==> src/rtl/gradient_engine_if.sv <==
// Handshake bundle for gradient_engine: frame control, frame-buffer read port
// and result write port.
interface gradient_engine_if #(
    parameter int unsigned ADDR_W  = 15,
    parameter int unsigned WORD_W  = 16,
    parameter int unsigned COORD_W = 10
);
    logic               start;
    logic [1:0]         mode;
    logic               busy;
    logic               done;
    logic               rd_en;
    logic [ADDR_W-1:0]  rd_addr;
    logic [WORD_W-1:0]  rd_data;
    logic               wr_en;
    logic               wr_ready;
    logic [ADDR_W-1:0]  wr_addr;
    logic [WORD_W-1:0]  wr_data;
    logic [COORD_W-1:0] cur_x;
    logic [COORD_W-1:0] cur_y;

    modport master (
        input  start, mode, rd_data, wr_ready,
        output busy, done, rd_en, rd_addr, wr_en, wr_addr, wr_data, cur_x, cur_y
    );
    modport slave (
        output start, mode, rd_data, wr_ready,
        input  busy, done, rd_en, rd_addr, wr_en, wr_addr, wr_data, cur_x, cur_y
    );
endinterface

==> src/rtl/gradient_engine.sv <==
// Streams a packed-pixel frame from a frame-buffer RAM and writes one packed
// absolute-gradient word (|gx|, |gy|, saturated sum or max) per input word.
module gradient_engine #(
    parameter int unsigned IMG_W        = 320,
    parameter int unsigned IMG_H        = 240,
    parameter int unsigned PIX_BITS     = 4,
    parameter int unsigned PIX_PER_WORD = 4,
    parameter int unsigned ADDR_W       = 15,
    parameter int unsigned COORD_W      = 10
) (
    input  logic               clk,
    input  logic               rst,
    gradient_engine_if.master  bus
);
    localparam int unsigned WORD_W = PIX_BITS * PIX_PER_WORD;
    localparam int unsigned WPR    = IMG_W / PIX_PER_WORD;
    localparam int unsigned COL_W  = (WPR > 1) ? $clog2(WPR) : 1;
    localparam int unsigned ROW_W  = (IMG_H > 1) ? $clog2(IMG_H) : 1;
    localparam logic [PIX_BITS-1:0] PIX_MAX = '1;

    typedef enum logic [2:0] {S_IDLE, S_RD, S_CAP, S_CALC, S_WR, S_FIN} state_e;

    state_e              state_q, state_d;
    logic [2:0]          phase_q, phase_d;
    logic [COL_W-1:0]    col_q, col_d;
    logic [ROW_W-1:0]    row_q, row_d;
    logic [1:0]          mode_q, mode_d;
    logic                busy_q, busy_d;
    logic                done_q, done_d;
    logic                rd_en_q, rd_en_d;
    logic [ADDR_W-1:0]   rd_addr_q, rd_addr_d;
    logic                wr_en_q, wr_en_d;
    logic [ADDR_W-1:0]   wr_addr_q, wr_addr_d;
    logic [WORD_W-1:0]   wr_data_q, wr_data_d;
    logic [COORD_W-1:0]  cur_x_q, cur_x_d;
    logic [COORD_W-1:0]  cur_y_q, cur_y_d;
    logic [WORD_W-1:0]   ctr_q, ctr_d, lft_q, lft_d, rgt_q, rgt_d, up_q, up_d, dn_q, dn_d;
    logic                last_col, last_word;

    assign last_col  = (col_q == COL_W'(WPR - 1));
    assign last_word = last_col && (row_q == ROW_W'(IMG_H - 1));

    // Neighbour index: 0 centre, 1 left, 2 right, 3 up, 4 down (edge-clamped).
    function automatic logic [ADDR_W-1:0] issue_addr(input logic [2:0] idx,
                                                     input logic [ROW_W-1:0] r,
                                                     input logic [COL_W-1:0] c);
        logic [ROW_W-1:0] rr;
        logic [COL_W-1:0] cc;
        rr = r;
        cc = c;
        case (idx)
            3'd1:    cc = (c == '0) ? c : c - COL_W'(1);
            3'd2:    cc = (c == COL_W'(WPR - 1)) ? c : c + COL_W'(1);
            3'd3:    rr = (r == '0) ? r : r - ROW_W'(1);
            3'd4:    rr = (r == ROW_W'(IMG_H - 1)) ? r : r + ROW_W'(1);
            default: ;
        endcase
        return ADDR_W'(rr) * ADDR_W'(WPR) + ADDR_W'(cc);
    endfunction

    function automatic logic [WORD_W-1:0] calc_word(input logic [WORD_W-1:0] c, l, r, u, d,
                                                    input logic left_edge, right_edge,
                                                    input logic [1:0] m);
        logic [WORD_W-1:0]   res;
        logic [PIX_BITS-1:0] pl, pr, pu, pd, gx, gy;
        logic [PIX_BITS:0]   sum;
        int                  km, kp;
        res = '0;
        for (int k = 0; k < int'(PIX_PER_WORD); k++) begin
            km = (k == 0) ? 0 : k - 1;
            kp = (k == int'(PIX_PER_WORD) - 1) ? k : k + 1;
            // At the image edge the missing neighbour is the pixel itself.
            if (k == 0) pl = left_edge ? c[PIX_BITS-1:0] : l[WORD_W-1 -: PIX_BITS];
            else        pl = c[km*PIX_BITS +: PIX_BITS];
            if (k == int'(PIX_PER_WORD) - 1) pr = right_edge ? c[WORD_W-1 -: PIX_BITS] : r[PIX_BITS-1:0];
            else                             pr = c[kp*PIX_BITS +: PIX_BITS];
            pu  = u[k*PIX_BITS +: PIX_BITS];
            pd  = d[k*PIX_BITS +: PIX_BITS];
            gx  = (pr > pl) ? pr - pl : pl - pr;
            gy  = (pd > pu) ? pd - pu : pu - pd;
            sum = {1'b0, gx} + {1'b0, gy};
            case (m)
                2'd0:    res[k*PIX_BITS +: PIX_BITS] = gx;
                2'd1:    res[k*PIX_BITS +: PIX_BITS] = gy;
                2'd2:    res[k*PIX_BITS +: PIX_BITS] = sum[PIX_BITS] ? PIX_MAX : sum[PIX_BITS-1:0];
                default: res[k*PIX_BITS +: PIX_BITS] = (gx > gy) ? gx : gy;
            endcase
        end
        return res;
    endfunction

    always_comb begin
        state_d   = state_q;
        phase_d   = phase_q;
        col_d     = col_q;
        row_d     = row_q;
        mode_d    = mode_q;
        busy_d    = busy_q;
        done_d    = 1'b0;
        rd_en_d   = 1'b0;
        rd_addr_d = rd_addr_q;
        wr_en_d   = wr_en_q;
        wr_addr_d = wr_addr_q;
        wr_data_d = wr_data_q;
        cur_x_d   = cur_x_q;
        cur_y_d   = cur_y_q;
        ctr_d     = ctr_q;
        lft_d     = lft_q;
        rgt_d     = rgt_q;
        up_d      = up_q;
        dn_d      = dn_q;
        case (state_q)
            S_IDLE: if (bus.start) begin
                mode_d    = bus.mode;
                col_d     = '0;
                row_d     = '0;
                busy_d    = 1'b1;
                rd_en_d   = 1'b1;
                rd_addr_d = issue_addr(3'd0, '0, '0);
                phase_d   = '0;
                state_d   = S_RD;
            end
            // Each read cycle captures the word requested by the previous one.
            S_RD: begin
                case (phase_q)
                    3'd1:    ctr_d = bus.rd_data;
                    3'd2:    lft_d = bus.rd_data;
                    3'd3:    rgt_d = bus.rd_data;
                    3'd4:    up_d  = bus.rd_data;
                    default: ;
                endcase
                if (phase_q == 3'd4) begin
                    state_d = S_CAP;
                end else begin
                    rd_en_d   = 1'b1;
                    rd_addr_d = issue_addr(phase_q + 3'd1, row_q, col_q);
                    phase_d   = phase_q + 3'd1;
                end
            end
            S_CAP: begin
                dn_d    = bus.rd_data;
                state_d = S_CALC;
            end
            S_CALC: begin
                wr_en_d   = 1'b1;
                wr_addr_d = issue_addr(3'd0, row_q, col_q);
                wr_data_d = calc_word(ctr_q, lft_q, rgt_q, up_q, dn_q,
                                      col_q == '0, last_col, mode_q);
                cur_x_d   = COORD_W'(col_q) * COORD_W'(PIX_PER_WORD);
                cur_y_d   = COORD_W'(row_q);
                state_d   = S_WR;
            end
            S_WR: if (bus.wr_ready) begin
                wr_en_d = 1'b0;
                if (last_word) begin
                    busy_d  = 1'b0;
                    done_d  = 1'b1;
                    state_d = S_FIN;
                end else begin
                    if (last_col) begin
                        col_d = '0;
                        row_d = row_q + ROW_W'(1);
                    end else begin
                        col_d = col_q + COL_W'(1);
                    end
                    rd_en_d   = 1'b1;
                    rd_addr_d = issue_addr(3'd0, row_d, col_d);
                    phase_d   = '0;
                    state_d   = S_RD;
                end
            end
            S_FIN:   state_d = S_IDLE;
            default: state_d = S_IDLE;
        endcase
    end

    always_ff @(posedge clk or posedge rst) begin
        if (rst) begin
            state_q   <= S_IDLE;
            phase_q   <= '0;
            col_q     <= '0;
            row_q     <= '0;
            mode_q    <= '0;
            busy_q    <= 1'b0;
            done_q    <= 1'b0;
            rd_en_q   <= 1'b0;
            rd_addr_q <= '0;
            wr_en_q   <= 1'b0;
            wr_addr_q <= '0;
            wr_data_q <= '0;
            cur_x_q   <= '0;
            cur_y_q   <= '0;
            ctr_q     <= '0;
            lft_q     <= '0;
            rgt_q     <= '0;
            up_q      <= '0;
            dn_q      <= '0;
        end else begin
            state_q   <= state_d;
            phase_q   <= phase_d;
            col_q     <= col_d;
            row_q     <= row_d;
            mode_q    <= mode_d;
            busy_q    <= busy_d;
            done_q    <= done_d;
            rd_en_q   <= rd_en_d;
            rd_addr_q <= rd_addr_d;
            wr_en_q   <= wr_en_d;
            wr_addr_q <= wr_addr_d;
            wr_data_q <= wr_data_d;
            cur_x_q   <= cur_x_d;
            cur_y_q   <= cur_y_d;
            ctr_q     <= ctr_d;
            lft_q     <= lft_d;
            rgt_q     <= rgt_d;
            up_q      <= up_d;
            dn_q      <= dn_d;
        end
    end

    assign bus.busy    = busy_q;
    assign bus.done    = done_q;
    assign bus.rd_en   = rd_en_q;
    assign bus.rd_addr = rd_addr_q;
    assign bus.wr_en   = wr_en_q;
    assign bus.wr_addr = wr_addr_q;
    assign bus.wr_data = wr_data_q;
    assign bus.cur_x   = cur_x_q;
    assign bus.cur_y   = cur_y_q;
endmodule
==> src/flat_wrapper.sv <==
// flat-port wrapper written by rule: the top's interface ports become plain ports
module gradient_engine_flat 
#(
    parameter int unsigned IMG_W        = 320,
    parameter int unsigned IMG_H        = 240,
    parameter int unsigned PIX_BITS     = 4,
    parameter int unsigned PIX_PER_WORD = 4,
    parameter int unsigned ADDR_W       = 15,
    parameter int unsigned COORD_W      = 10
)
  (clk, rst, bus_start, bus_mode, bus_rd_data, bus_wr_ready, bus_busy, bus_done, bus_rd_en, bus_rd_addr, bus_wr_en, bus_wr_addr, bus_wr_data, bus_cur_x, bus_cur_y);
  gradient_engine_if #(.ADDR_W(ADDR_W), .COORD_W(COORD_W)) bus_i ();
  input  logic clk;
  input  logic rst;
  input wire logic [$bits(bus_i.start)-1:0] bus_start;
  input wire logic [$bits(bus_i.mode)-1:0] bus_mode;
  input wire logic [$bits(bus_i.rd_data)-1:0] bus_rd_data;
  input wire logic [$bits(bus_i.wr_ready)-1:0] bus_wr_ready;
  output wire logic [$bits(bus_i.busy)-1:0] bus_busy;
  output wire logic [$bits(bus_i.done)-1:0] bus_done;
  output wire logic [$bits(bus_i.rd_en)-1:0] bus_rd_en;
  output wire logic [$bits(bus_i.rd_addr)-1:0] bus_rd_addr;
  output wire logic [$bits(bus_i.wr_en)-1:0] bus_wr_en;
  output wire logic [$bits(bus_i.wr_addr)-1:0] bus_wr_addr;
  output wire logic [$bits(bus_i.wr_data)-1:0] bus_wr_data;
  output wire logic [$bits(bus_i.cur_x)-1:0] bus_cur_x;
  output wire logic [$bits(bus_i.cur_y)-1:0] bus_cur_y;
  assign bus_i.start = bus_start;
  assign bus_i.mode = bus_mode;
  assign bus_i.rd_data = bus_rd_data;
  assign bus_i.wr_ready = bus_wr_ready;
  assign bus_busy = bus_i.busy;
  assign bus_done = bus_i.done;
  assign bus_rd_en = bus_i.rd_en;
  assign bus_rd_addr = bus_i.rd_addr;
  assign bus_wr_en = bus_i.wr_en;
  assign bus_wr_addr = bus_i.wr_addr;
  assign bus_wr_data = bus_i.wr_data;
  assign bus_cur_x = bus_i.cur_x;
  assign bus_cur_y = bus_i.cur_y;
  gradient_engine #(.IMG_W(IMG_W), .IMG_H(IMG_H), .PIX_BITS(PIX_BITS), .PIX_PER_WORD(PIX_PER_WORD), .ADDR_W(ADDR_W), .COORD_W(COORD_W)) u_core (.clk(clk), .rst(rst), .bus(bus_i));
endmodule
==> config.mk <==
export PLATFORM = sky130hd
export DESIGN_NAME = gradient_engine_flat
export DESIGN_NICKNAME = d
export VERILOG_FILES = /design/src/rtl/gradient_engine_if.sv /design/src/rtl/gradient_engine.sv /design/src/flat_wrapper.sv
export SDC_FILE = /design/constraint.sdc
export NUM_CORES = 1
export LEC_CHECK = 0
export CORE_MARGIN = 3
export CORE_UTILIZATION = 45
export CTS_CLUSTER_SIZE = 8
export DETAILED_ROUTE_END_ITERATION = 8
export HOLD_SLACK_MARGIN = 0.06
export SYNTH_ARGS = -nofsm -noshare
export SYNTH_HDL_FRONTEND = slang
export SYNTH_SLANG_ARGS = --single-unit
==> constraint.sdc <==
create_clock -name clk -period 11.8 [get_ports clk]
set_input_delay 2.36 -clock clk [delete_from_list [all_inputs] [get_ports clk]]
set_output_delay 2.36 -clock clk [all_outputs]
set_load 0.1 [all_outputs]
Word level (Yosys, flattened, before mapping)
Cells that the tools add are included.
{"block": "word_totals", "register_bits": 156, "output_inout_bits": 70}
{"block": "op_classes", "add_sub_neg": 28, "n_mul": 3, "n_lt_le_gt_ge": 12, "n_eq_ne": 22, "muxes": 83, "n_reduce_logical": 18}
{"operator": "$mux W4", "n": 24}
{"operator": "$mux W8", "n": 11}
{"operator": "$mux W7", "n": 11}
{"operator": "$sub A4 B4 Y4", "n": 16}
{"operator": "$mux W15", "n": 4}
{"operator": "$gt A4 B4 Y1", "n": 12}
{"operator": "$pmux W4 S3", "n": 4}
{"operator": "$add A15 B7 Y15", "n": 3}
{"operator": "$pmux W15 S3", "n": 1}
{"operator": "$mul A8 B3 Y11 const B", "n": 3}
{"operator": "$pmux W8 S2", "n": 2}
{"operator": "$pmux W7 S2", "n": 2}
{"operator": "$mux W3", "n": 8}
{"operator": "$add A4 B4 Y5", "n": 4}
{"operator": "$eq A3 B2 Y1 const B", "n": 6}
{"operator": "$pmux W3 S5", "n": 1}
{"operator": "$reduce_and A2 Y1", "n": 6}
{"operator": "$mux W1", "n": 11}
{"operator": "$eq A3 B1 Y1 const B", "n": 3}
{"operator": "$eq A3 B3 Y1 const B", "n": 3}
{"operator": "$pmux W3 S3", "n": 1}
{"operator": "$add A8 B1 Y8 const B", "n": 1}
{"operator": "$eq A8 B8 Y1 const B", "n": 1}
{"operator": "$logic_not A8 Y1", "n": 1}
{"operator": "other kinds (20)", "n": 27}

Longest topological paths before layout
{"block": "depth", "depth_word": 10, "mapped_depth": 25}

Least setup slack after synthesis
OpenSTA, ideal clock, no wires.
{"block": "synth_timing", "path_type": "reg2reg", "startpoint": "register u_core.col_q[5]", "endpoint": "register u_core.wr_data_q[15] (netlist: u_core.bus.wr_data[15])", "setup_ns": 0.151, "arrival_ns": 4.716, "t_required_ns": 11.649, "setup_slack_ns": 6.934, "stages_incl_launch_ff": 24, "n_path_buf": 3, "period_less_slack_ns": 4.866, "path_cell_list": "dfrtp_1 -> clkbuf_1 -> or3b_1 -> nor2_1 -> buf_2 -> inv_1 -> buf_1 -> nand2_1 -> o21ai_0 -> inv_1 -> ha_1 -> inv_1 -> fa_1 -> a21o_1 -> a21oi_1 -> a41oi_1 -> and3_1 -> nor3_1 -> ha_1 -> or4_1 -> o211ai_1 -> nor4_1 -> o21ai_0 -> a41oi_1"}
{"block": "synth_between", "elab_chain_cells": 8, "word_cells_on_any_way": 12, "classes_between": "add/sub (3); order compare (2); eq/ne (1); mux (6)"}
{"item": "start: declaration", "line": "gradient_engine.sv:25", "text": "logic [COL_W-1:0] col_q, col_d;"}
{"item": "start signal: assignment", "line": "gradient_engine.sv:201", "text": "col_q <= col_d;"}
{"item": "$eq A7 B7 Y1 (*)", "line": "gradient_engine.sv:40", "text": "assign last_col = (col_q == COL_W'(WPR - 1));"}
{"item": "$mux W4 (*)", "line": "gradient_engine.sv:75", "text": "if (k == int'(PIX_PER_WORD) - 1) pr = right_edge ? c[WORD_W-1 -: PIX_BITS] : r[PIX_BITS-1:0];"}
{"item": "$mux W4 (*)", "line": "gradient_engine.sv:112", "text": "case (state_q)"}
{"item": "$sub A4 B4 Y4 / $gt A4 B4 Y1 (equally long branches)", "line": "gradient_engine.sv:79", "text": "gx = (pr > pl) ? pr - pl : pl - pr;"}
{"item": "$mux W4 (*)", "line": "gradient_engine.sv:79"}
{"item": "$add A4 B4 Y5 / $gt A4 B4 Y1 (equally long branches)", "line": "gradient_engine.sv:81, gradient_engine.sv:86"}
{"item": "$mux W4 (on tied branches)", "line": "gradient_engine.sv:85, gradient_engine.sv:86"}
{"item": "$pmux W4 S3 (*)", "line": "gradient_engine.sv:82", "text": "case (m)"}
{"item": "end signal: assignment", "line": "gradient_engine.sv:210", "text": "wr_data_q <= wr_data_d;"}
{"item": "end: declaration", "line": "gradient_engine.sv:34", "text": "logic [WORD_W-1:0] wr_data_q, wr_data_d;"}
Every way passes the cells marked *; elsewhere a longest branch is shown, timed or not. The select of a mux whose other input is x is not followed.
A chain may end at the register's enable or synchronous reset.

Final worst setup path
{"block": "layout_timing", "startpoint": "register u_core.col_q[4]", "endpoint": "register u_core.wr_data_q[15] (netlist: u_core.bus.wr_data[15])"}
The elaborated chain is that of the path after synthesis.

==> flow_summary.yaml <==
routing:
  wl_met3_mm: 2.013
  drt-met1-wl_mm: 16.69
  wl_per_cell_um: 17.79
  top_layer_used: "met4"
  drt_iter0_drc: 949
  met2_length_mm: 13.26
  vias: 10290
  post_drt_via_cell_ratio: 5.667
  drc_errors: 0
  drt-total-wl_mm: 32.31
  drt.antenna.violating_nets: 0
  firstDrtPassIters: 5
synthesis:
  yosysUniqueCellTypes: 79
  syn_area_um2: 12190
  synth_most_common_cell: "nand2_1"
  synthCells: 1414
  syn_avg_cell_area_um2: 8.620
  synth.area.top_cells: "dfrtp_1 (29%), ha_1 (15%), o21ai_0 (5.3%)"
  ys_top_cells_by_count: "nand2_1 (157), ha_1 (147), dfrtp_1 (140), inv_1 (140), o21ai_0 (130)"
  synthArstFlopShare: 1.000
  synth_ff_type: "dfrtp_1"
  ys_warn_count: 0
  synth_edf_count: 0
  synth-seq-area-share: 0.2874
  synth_top_area_share: 0.2874
  synth_area_leader_cell: "dfrtp_1"
  ys_seq_elements: 140
clocking:
  insertion_delay_ps: 420
  cts-resized-gates: 0
  h-tree-depth: 4
  hold_buffers: 0
  cts_tree: "yes"
  cts_root_buffer: "clkbuf_16"
  cts_setup_buffers: 0
  clkSlewWorstSetupHoldPaths_ps: 70
  cts_buffers: 17
  cts.sinks: 140
  clockBufferDepth: 2
global_route:
  antenna_found_initial: 0
  grt_first_pass_wirelength_mm: 52.81
  grt_max_degree: 79
  grt_usage: 0.2256
  first_global_vias: 9744
  overflow: 0
setup_path:
  r2r_slack_ps: 5680
  rr_worst_depth: 19
  worstReg2RegStart: "u_core.col_q[4]$_DFFE_PP0P_"
  worstPathMaxFanout: 17
  crit_required_ps: 12080
  start_kind: "flip-flop"
  crit_arrival_ps: 6390
  path_class: "flip-flop to flip-flop"
  critPathLaunch: "u_core.col_q[4]$_DFFE_PP0P_"
  crit_path_end_kind: "flip-flop"
  rr_endpoint: "u_core.bus.wr_data[15]$_DFFE_PP0P_"
sta:
  min_period_ps: 6116
  relSlewSlack: 0.3361
  timing.fmax_ghz: 0.1635
  setup_viol: 0
  grt_setup_unrepaired: "no"
  skew_ps: 11.36
  fin_setup_tns_ps: 0
  hold_viol_final: 0
  fin_ws_ps: 5684
  finalCritPeriodShare: 0.5183
  worst-slew-pin-transition_ps: 992.8
  slew_viol_final: 0
floorplanning:
  pin_count: 92
  core_um2: 26350
  die_h_um: 170.6
  dieArea_um2: 29100
  die_x_um: 170.6
  num_rows: 59
  initial_core_util: 0.4625
worst_hold_path:
  min-delay-start: "u_core.bus.cur_y[6]$_DFFE_PP0P_"
  hold_path_depth: 2
  holdPathEnd: "u_core.bus.cur_y[6]$_DFFE_PP0P_"
  hold_class: "flip-flop to flip-flop"
place:
  port_buffers: 86
  place_congestion: 0.9018
  dp_slack_ps: 5808
  hpwlAfterDp_mm: 24.64
final_layout:
  diodes: 0
  drive_gt1_frac: 0.06550
  final_nets: 1664
  syn2layout_area_growth_pct: 13.47
run:
  maxCapViolCount: 0
status:
  status: "complete, no violations"
-- how the worst max path moves through the flow --
stage	end	slack, ps	cells after the start
after floorplan	u_core.bus.busy$_DFFE_PP0P_	5690	1
after global placement	u_core.bus.wr_data[15]$_DFFE_PP0P_	6050	19
after detailed placement	u_core.bus.wr_data[15]$_DFFE_PP0P_	5810	19
after CTS	u_core.bus.wr_data[15]$_DFFE_PP0P_	5770	19
after global routing	u_core.bus.wr_data[15]$_DFFE_PP0P_	5080	21
final	u_core.bus.wr_data[15]$_DFFE_PP0P_	5680	19
-- routing by layer --
layer	GRT usage	up-vias
li1	-	5057
met1	0.3587	4894
met2	0.3221	311
met3	0.03512	29
met4	0.04444	0
met5	0	-
-- sequential cells by signal, indices dropped and copies added, names as in the netlist --
register	cells
u_core.dn_q	16
u_core.bus.wr_en	1
u_core.mode_q	2
u_core.bus.wr_data	16
u_core.bus.rd_addr	15
u_core.bus.wr_addr	15
u_core.bus.rd_en	1
u_core.bus.busy	1
u_core.bus.done	1
u_core.bus.cur_y	8
u_core.up_q	16
u_core.state_q	3
u_core.col_q	7
u_core.rgt_q	4
u_core.phase_q	3
u_core.ctr_q	16
u_core.bus.cur_x	3
u_core.lft_q	4
u_core.row_q	8
-- final cells by class --
class                      count  area (um2)
timing repair buffer          94       920.9
tap                          335       419.2
clock buffer                  21       450.4
multi-input combinational   1074        7881
clock inverter                10       117.6
fill                        2467       12520
sequential                   140        3503
inverter                     142       538.0
-- worst max-delay path, stage by stage (launching register included) --
cell and delay (ps):
dfrtp_1 580, or3b_1 470, nor2_1 540, inv_1 480
o21ai_0 450, inv_1 80, ha_1 180, inv_1 90
fa_1 210, a21o_1 130, a21oi_1 110, a41oi_1 330
mux2_2 390, a21oi_1 390, ha_1 350, or4_1 510
o211ai_1 220, nor4_1 120, o21ai_0 210, a41oi_1 140
-- cells by family (layout without fill, tap and decap cells) --
family / count (synthesis) / in the layout / synth area share
fa+ha+maj: 173 / 173 / 0.1936
buf+inv: 204 / 267 / 0.06765
compound gates: 384 / 384 / 0.2026
simple gates: 399 / 399 / 0.1547
mux: 63 / 63 / 0.05717
flops: 140 / 140 / 0.2874
xor+xnor: 50 / 50 / 0.03654
other cells: 1 / 5 / 0.0003076
-- stage by stage --
stage	hold slack [ps]	utilization	std cells	area [um2]
after detailed placement	463.1	0.5033	1785	13260
after CTS	480.0	0.5248	1816	13830
after floorplan	479.1	-	1418	12200
after global routing	492.5	0.5248	1816	13830
final	471.4	0.5248	1816	13830
after global placement	460.1	0.5033	1785	13260
-- cell usage in the layout, fill, tap and decap left out, types with 6 or more instances in the layout --
| master | instances |
|---|---|
| nand2_1 | 156 |
| ha_1 | 147 |
| dfrtp_1 | 140 |
| inv_1 | 139 |
| o21ai_0 | 129 |
| nor2_1 | 90 |
| clkdlybuf4s50_1 | 86 |
| a21oi_1 | 63 |
| mux2_2 | 43 |
| a21o_1 | 28 |
| xnor2_1 | 27 |
| nand3_1 | 27 |
| fa_1 | 26 |
| nor2b_1 | 23 |
| xor2_1 | 22 |
| a31oi_1 | 21 |
| nand2b_1 | 19 |
| mux2i_1 | 19 |
| nor3_1 | 17 |
| o21bai_1 | 17 |
| clkbuf_16 | 17 |
| o211ai_1 | 16 |
| o21a_1 | 14 |
| a211oi_1 | 11 |
| nand4_1 | 9 |
| and2_1 | 8 |
| a221oi_1 | 8 |
| and3_1 | 8 |
| o31ai_1 | 8 |
| buf_4 | 8 |
| or3_1 | 7 |
| a41oi_1 | 7 |
| a211o_1 | 6 |
| a22o_1 | 6 |
Power is not shown: default switching activity piles up to over one toggle a cycle in this logic, so the estimate is an artifact.
